===== src/rtl/tdm_demux4_if.sv =====
// Serial TDM input side and demultiplexed channel outputs of tdm_demux4.
// master drives the serial stream, slave is the demultiplexer.
interface tdm_demux4_if #(
  parameter int W = 4
);
  logic         din;
  logic         din_valid;
  logic         sync;
  logic [W-1:0] ch0;
  logic [W-1:0] ch1;
  logic [W-1:0] ch2;
  logic [W-1:0] ch3;
  logic         frame_valid;
  logic         frame_err;
  logic         busy;

  modport master (
    output din, din_valid, sync,
    input  ch0, ch1, ch2, ch3, frame_valid, frame_err, busy
  );

  modport slave (
    input  din, din_valid, sync,
    output ch0, ch1, ch2, ch3, frame_valid, frame_err, busy
  );
endinterface


===== src/rtl/tdm_demux4.sv =====
// Four-slot TDM demultiplexer: collects 4*W serial bits (slot 0 first, MSB first)
// after a sync bit and publishes all four channel words together.
module tdm_demux4 #(
  parameter int W = 4
) (
  input  logic          clk,
  input  logic          rst_n,
  tdm_demux4_if.slave   bus
);

  localparam int             BW   = $clog2(W) + 1;
  localparam logic [BW-1:0]  LAST = BW'(W - 1);

  typedef enum logic {IDLE, RUN} state_t;

  state_t        state_q, state_d;
  logic [BW-1:0] bit_cnt_q, bit_cnt_d;
  logic [1:0]    slot_cnt_q, slot_cnt_d;
  logic [W-1:0]  shift_q, shift_d;
  logic [W-1:0]  stage0_q, stage0_d;
  logic [W-1:0]  stage1_q, stage1_d;
  logic [W-1:0]  stage2_q, stage2_d;
  logic [W-1:0]  ch0_q, ch0_d;
  logic [W-1:0]  ch1_q, ch1_d;
  logic [W-1:0]  ch2_q, ch2_d;
  logic [W-1:0]  ch3_q, ch3_d;
  logic          frame_valid_q, frame_valid_d;
  logic          frame_err_q, frame_err_d;
  logic [W-1:0]  word;

  always_comb begin
    state_d       = state_q;
    bit_cnt_d     = bit_cnt_q;
    slot_cnt_d    = slot_cnt_q;
    shift_d       = shift_q;
    stage0_d      = stage0_q;
    stage1_d      = stage1_q;
    stage2_d      = stage2_q;
    ch0_d         = ch0_q;
    ch1_d         = ch1_q;
    ch2_d         = ch2_q;
    ch3_d         = ch3_q;
    frame_valid_d = 1'b0;
    frame_err_d   = 1'b0;
    word          = (shift_q << 1) | W'(bus.din);

    if (bus.din_valid) begin
      if (bus.sync) begin
        // A sync always restarts the frame; inside RUN it also aborts the partial one.
        frame_err_d = (state_q == RUN);
        state_d     = RUN;
        if (W == 1) begin
          stage0_d   = W'(bus.din);
          shift_d    = '0;
          bit_cnt_d  = '0;
          slot_cnt_d = 2'd1;
        end else begin
          shift_d    = W'(bus.din);
          bit_cnt_d  = BW'(1);
          slot_cnt_d = 2'd0;
        end
      end else if (state_q == RUN) begin
        if (bit_cnt_q == LAST) begin
          shift_d   = '0;
          bit_cnt_d = '0;
          if (slot_cnt_q == 2'd3) begin
            ch0_d         = stage0_q;
            ch1_d         = stage1_q;
            ch2_d         = stage2_q;
            ch3_d         = word;
            frame_valid_d = 1'b1;
            state_d       = IDLE;
            slot_cnt_d    = 2'd0;
          end else begin
            case (slot_cnt_q)
              2'd0:    stage0_d = word;
              2'd1:    stage1_d = word;
              default: stage2_d = word;
            endcase
            slot_cnt_d = slot_cnt_q + 2'd1;
          end
        end else begin
          shift_d   = word;
          bit_cnt_d = bit_cnt_q + BW'(1);
        end
      end
    end
  end

  always_ff @(posedge clk or negedge rst_n) begin
    if (!rst_n) begin
      state_q       <= IDLE;
      bit_cnt_q     <= '0;
      slot_cnt_q    <= '0;
      shift_q       <= '0;
      stage0_q      <= '0;
      stage1_q      <= '0;
      stage2_q      <= '0;
      ch0_q         <= '0;
      ch1_q         <= '0;
      ch2_q         <= '0;
      ch3_q         <= '0;
      frame_valid_q <= 1'b0;
      frame_err_q   <= 1'b0;
    end else begin
      state_q       <= state_d;
      bit_cnt_q     <= bit_cnt_d;
      slot_cnt_q    <= slot_cnt_d;
      shift_q       <= shift_d;
      stage0_q      <= stage0_d;
      stage1_q      <= stage1_d;
      stage2_q      <= stage2_d;
      ch0_q         <= ch0_d;
      ch1_q         <= ch1_d;
      ch2_q         <= ch2_d;
      ch3_q         <= ch3_d;
      frame_valid_q <= frame_valid_d;
      frame_err_q   <= frame_err_d;
    end
  end

  assign bus.ch0         = ch0_q;
  assign bus.ch1         = ch1_q;
  assign bus.ch2         = ch2_q;
  assign bus.ch3         = ch3_q;
  assign bus.frame_valid = frame_valid_q;
  assign bus.frame_err   = frame_err_q;
  assign bus.busy        = (state_q == RUN);

endmodule


===== src/flat_wrapper.sv =====
// flat-port wrapper written by rule: the top's interface ports become plain ports
module tdm_demux4_flat 
#(
  parameter int W = 4
)
  (clk, rst_n, bus_din, bus_din_valid, bus_sync, bus_ch0, bus_ch1, bus_ch2, bus_ch3, bus_frame_valid, bus_frame_err, bus_busy);
  tdm_demux4_if #(.W(W)) bus_i ();
  input  logic clk;
  input  logic rst_n;
  input wire logic [$bits(bus_i.din)-1:0] bus_din;
  input wire logic [$bits(bus_i.din_valid)-1:0] bus_din_valid;
  input wire logic [$bits(bus_i.sync)-1:0] bus_sync;
  output wire logic [$bits(bus_i.ch0)-1:0] bus_ch0;
  output wire logic [$bits(bus_i.ch1)-1:0] bus_ch1;
  output wire logic [$bits(bus_i.ch2)-1:0] bus_ch2;
  output wire logic [$bits(bus_i.ch3)-1:0] bus_ch3;
  output wire logic [$bits(bus_i.frame_valid)-1:0] bus_frame_valid;
  output wire logic [$bits(bus_i.frame_err)-1:0] bus_frame_err;
  output wire logic [$bits(bus_i.busy)-1:0] bus_busy;
  assign bus_i.din = bus_din;
  assign bus_i.din_valid = bus_din_valid;
  assign bus_i.sync = bus_sync;
  assign bus_ch0 = bus_i.ch0;
  assign bus_ch1 = bus_i.ch1;
  assign bus_ch2 = bus_i.ch2;
  assign bus_ch3 = bus_i.ch3;
  assign bus_frame_valid = bus_i.frame_valid;
  assign bus_frame_err = bus_i.frame_err;
  assign bus_busy = bus_i.busy;
  tdm_demux4 #(.W(W)) u_core (.clk(clk), .rst_n(rst_n), .bus(bus_i));
endmodule

===== config.mk =====
export PLATFORM = sky130hd
export DESIGN_NAME = tdm_demux4_flat
export DESIGN_NICKNAME = d
export VERILOG_FILES = /design/src/rtl/tdm_demux4_if.sv /design/src/rtl/tdm_demux4.sv /design/src/flat_wrapper.sv
export SDC_FILE = /design/constraint.sdc
export NUM_CORES = 1
export LEC_CHECK = 0
export CORE_ASPECT_RATIO = 0.7
export CORE_MARGIN = 10
export CORE_UTILIZATION = 35
export DETAILED_ROUTE_END_ITERATION = 10
export PLACE_DENSITY = 0.64
export SYNTH_ARGS = -nofsm -noshare
export SYNTH_HDL_FRONTEND = slang
export SYNTH_SLANG_ARGS = --single-unit

===== constraint.sdc =====
create_clock -name clk -period 1.8 [get_ports clk]
set_clock_uncertainty 0.05 [all_clocks]
set_input_delay 0.18 -clock clk [delete_from_list [all_inputs] [get_ports clk]]
set_output_delay 0.18 -clock clk [all_outputs]
set_load 0.02 [all_outputs]

# ---- After elaboration in Yosys (flattened, before gate mapping)
# Cells that the tools add are included.
dict set report op_classes {
  n_reduce_logical 10
  n_eq_ne 3
  n_mux 21
  bitwise 4
  n_addsub 2
}
# cell count
set op_table {}
lappend op_table {{two-way mux 3 bit} 6}
lappend op_table {{AND reduction 6 bit} 3}
lappend op_table {{two-way mux 1 bit} 11}
lappend op_table {{two-way mux 2 bit} 4}
lappend op_table {{AND reduction 5 bit} 1}
lappend op_table {{bitwise OR 4 x 1 -> 4 bit} 1}
lappend op_table {{nonzero test 2 bit} 2}
lappend op_table {{adder 3 x 1 -> 3 bit (second input constant)} 1}
lappend op_table {{== test 3 x 2 -> 1 bit (second input constant)} 1}
lappend op_table {{NOT 1 bit} 3}
lappend op_table {{AND reduction 3 bit} 1}
lappend op_table {{adder 2 x 1 -> 2 bit (second input constant)} 1}
lappend op_table {{== test 2 x 1 -> 1 bit (second input constant)} 1}
lappend op_table {{== test 2 bit (second input constant)} 1}
lappend op_table {{logical NOT 2 bit} 1}
lappend op_table {{AND reduction 2 bit} 1}
lappend op_table {{OR reduction 2 bit} 1}
dict set report totals {
  wordCells 53
  out_inout_bits 19
  ff_bits 39
}

# ---- Depth between registers and ports, before layout
dict set report logic_depth {
  ltp_word 6
  mapped_depth 6
  ltp_nobuf 5
}

# ---- Worst setup path after synthesis
# OpenSTA, ideal clock, no wires.
dict set report synth_path {
  kind {register to register}
  startpoint {register u_core.bit_cnt_q[0]}
  endpoint {register u_core.ch1_q[0], in the netlist u_core.bus.ch1[0]}
  t_arrival_ns 1.510
  setup_time_ns 0.125
  path_stages_with_launch 7
  t_required_ns 1.625
  synth_period_minus_slack_ns 1.685
  path_slack_ns 0.115
  cell_sequence {dfrtp_1 ha_1 nor2b_1 and3_1 buf_6 buf_12 mux2_4}
}
dict set report synth_via {
  elab_chain_len 2
}
# item line_no
set synth_rtl {}
lappend synth_rtl {{start, declared} tdm_demux4.sv:17} ;# logic [BW-1:0] bit_cnt_q, bit_cnt_d;
lappend synth_rtl {{start signal, assigned} tdm_demux4.sv:107} ;# bit_cnt_q <= bit_cnt_d;
lappend synth_rtl {{== test 3 x 2 -> 1 bit} tdm_demux4.sv:63} ;# if (bit_cnt_q == LAST) begin
lappend synth_rtl {{AND reduction 5 bit (no line)} n/a}
lappend synth_rtl {{end signal, assigned} tdm_demux4.sv:114} ;# ch1_q <= ch1_d;
lappend synth_rtl {{end, declared} tdm_demux4.sv:24} ;# logic [W-1:0] ch1_q, ch1_d;
# No other way between the ends.
# A chain may end at the register's enable or synchronous reset.

# ---- Final worst setup path
dict set report layout_path {
  startpoint {register u_core.state_q, in the netlist u_core.bus.busy}
  endpoint {output bus_busy}
}
# item line_no
set layout_lines {}
lappend layout_lines {{start, declared} tdm_demux4.sv:16} ;# state_t state_q, state_d;
lappend layout_lines {{start signal, assigned} tdm_demux4.sv:106} ;# state_q <= state_d;
lappend layout_lines {{end, declared} flat_wrapper.sv:19} ;# output wire logic [$bits(bus_i.busy)-1:0] bus_busy;
# No word-level cell between the ends.

==> impl_metrics.yaml <==
synth:
  synth-seq-area-share_pct: 58.0
  syn-num-nets: 131
  synth_seq_cells: 39
  synth_warnings: 0
  syn-cell-area_sq_mm: 0.00168
  yosys.cell_types.count: 26
  synthCells: 121
  synthTopCellsByArea: "dfrtp_1 (58%), mux2_2 (13%), mux2_4 (8.0%), ha_1 (3.7%), o21ai_0 (3.0%)"
  avgSynthCellArea_sq_um: 13.9
  synth_area_leader_cell: "dfrtp_1"
  yosysTopAreaCellShare_pct: 58.0
clocking:
  clk-insertion-delay-late_ns: 0.29
  cts-root-buf: "clkbuf_8"
  cts_buffers: 5
  clk_pin_slew_ns: 0.08
  tritoncts: "yes"
  post-cts-setup-buffer-count: 0
  cts.sinks: 39
  clk_path_buf_depth: 2
  htree_num_levels: 2
sta:
  final.period_utilization_pct: 93.0
  hold_violations: 0
  drv_slew: 0
  max_slew_margin_pct: 66.9
  worst_pin_slew_ns: 0.497
  period_needed_ns: 1.67
  max_freq_ghz: 0.597
  setup_viol: 0
  totalNegativeSetupSlack_ns: 0
worst_setup_path:
  cp_num_buf_inv: 2
  cp_slowest_stage_delay_ns: 0.62
  cp_max_fo: 14
  crit_required_ns: 1.57
  crit_path_start: "u_core.bus.busy$_DFFE_PN0P_"
  critPathArrivalTime_ns: 1.44
  cp_top_family: "buffers and inverters"
  endpoint_kind: "output port"
  start_kind: "flip-flop"
  path_cells: "buf_4 -> clkdlybuf4s50_1"
  path_class: "reg -> out"
  r2r-start: "u_core.bit_cnt_q[0]$_DFFE_PN0P_"
  cpMaxStageDelayCell: "clkdlybuf4s50_1"
final_layout:
  fillCellCount: 393
  final_core_util_pct: 48.1
  fin_nets: 165
  final_cell_mix: "dfrtp_1 (39), clkdlybuf4s50_1 (22), mux2_2 (19)"
  final_common_cell: "dfrtp_1"
  drive_gt1_share_pct: 29.5
  syn2layout_area_growth_pct: 28.1
  antenna_cells: 0
detailed_routing:
  wl_per_cell_microns: 15.7
  vias: 1026
  wl_microns: 3300
  dr.pass1.iters: 6
  drc: 0
  met2_length_microns: 1430
  drt-met1-wl_microns: 1630
  maxUsedRoutingLayer: "met4"
  route.met3.wl_microns: 237
  drt_iter0_markers: 38
  detail-route-antenna-nets: 0
  viasPerCell: 4.86
placement:
  port_buffers: 23
  hpwl_microns: 2340
  gp_congestion: 0.775
run:
  drv_cap: 0
floorplanning:
  start_util_pct: 37.5
  core_sq_mm: 0.00448
  die-area_sq_mm: 0.00802
  die_h_microns: 78.0
  die_w_microns: 103
  num_rows: 20
  ios: 24
run_status:
  status: "complete, no violations"
grt:
  grt_pass1_vias: 1086
  grt_usage_pct: 8.55
  grt_pass1_wl_microns: 5410
  antenna_found_initial: 0
  grt.overflow.total: 0
  grt_max_degree: 40
power_and_ir_drop:
  peakVddDrop_uv: 547
  p_leak_nw: 1.02
  powerDensity_mw_per_mm2: 1010
worst_hold_path:
  hold_path_class: "in -> async"
-- synthesized netlist by cell type --
master,n
dfrtp_1,39
mux2_2,19
o21ai_0,10
mux2_4,9
ha_1,5
inv_1,5
clkbuf_1,4
a21oi_1,3
and3_1,3
nand4b_1,3
and3b_1,2
nand2_1,2
nand4_1,2
nor2_1,2
nor2b_1,2
a21o_1,1
a22o_1,1
a31oi_1,1
buf_12,1
buf_6,1
nand2b_1,1
nand3_1,1
nor3_1,1
o21a_1,1
o22ai_1,1
o2bb2ai_1,1
-- through the flow --
step | std cells | total power [mW] | area [sq um] | worst slack [ns] | hold WS (ns)
6_report | 211 | 2.18 | 2150 | 0.126 | 0.422
5_1_grt | 211 | 2.29 | 2150 | -0.00217 | 0.462
4_1_cts | 211 | 2.21 | 2150 | 0.0842 | 0.429
3_5_place_dp | 202 | 1.35 | 2010 | -0.00623 | 0.213
3_3_place_gp | 202 | 1.34 | 2010 | 0.0286 | 0.208
2_1_floorplan | 121 | 1.23 | 1680 | 0.115 | -0.166
-- logic make-up (layout without fill, tap and decap cells) --
logic type | Yosys count | count (layout) | share of synthesized area (%)
AOI/OAI and AO/OA | 19 | 19 | 6.55
adders and majority gates | 5 | 5 | 3.72
buffers and inverters | 11 | 46 | 3.87
DFF | 39 | 39 | 58.0
muxes | 28 | 28 | 20.8
and+or+nand+nor | 19 | 19 | 7.07
-- repair_timing --
item	CTS	global route
endpoints found under the hold margin	39	0
gates resized for setup	0	1
hold buffers	1	0
setup endpoints to repair	0	7
-- state kept, by name (all words and copies together), names as in the netlist --
| signal | cells |
|---|---|
| u_core.bus.ch3 | 4 |
| u_core.bus.ch2 | 4 |
| u_core.stage2_q | 4 |
| u_core.shift_q | 3 |
| u_core.bus.ch0 | 4 |
| u_core.stage1_q | 4 |
| u_core.slot_cnt_q | 2 |
| u_core.bus.frame_err | 1 |
| u_core.bit_cnt_q | 3 |
| u_core.bus.busy | 1 |
| u_core.bus.ch1 | 4 |
| u_core.bus.frame_valid | 1 |
| u_core.stage0_q | 4 |
-- layer usage --
layer	vias up	GRT usage, %
met4	0	2.77
li1	498	-
met5	-	0
met2	19	12.3
met3	2	4.16
met1	507	10.9
-- area by class of cell --
class | count | area, sq um | share of cell area (%)
Tap cell | 55 | 68.8 | 3.20
Clock inverter | 2 | 60.1 | 2.79
Clock buffer | 6 | 72.6 | 3.37
Sequential cell | 39 | 976 | 45.3
Multi-Input combinational cell | 71 | 642 | 29.8
Inverter | 5 | 18.8 | 0.872
Timing Repair Buffer | 33 | 315 | 14.6
-- tightest hold or removal path, delay by kind of cell --
family / cells / cell delay, ns
buf+inv: 3 / 1.02
-- power by group --
| group | leakage (nW) | internal, mW | switching, mW |
|---|---|---|---|
| combinational | 0.428 | 0.151 | 0.124 |
| clock | 0.0654 | 0.554 | 0.296 |
| sequential | 0.525 | 0.980 | 0.0747 |
| total | 1.02 | 1.68 | 0.495 |
-- path summary, 6_finish.rpt --
path,end,slack (ns),cells after the start
setup / recovery,bus_busy,0.13,2
hold reg to reg,u_core.stage1_q[3]$_DFFE_PN0P_,0.46,1
min in group clk,u_core.stage1_q[3]$_DFFE_PN0P_,0.46,1
max in group asynchronous,u_core.bus.ch0[1]$_DFFE_PN0P_,0.93,3
setup reg to reg,u_core.bus.ch0[0]$_DFFE_PN0P_,0.13,5
hold / removal,u_core.bus.frame_err$_DFF_PN0_,0.42,3
Note: power is estimated with default switching activity, not from simulation.
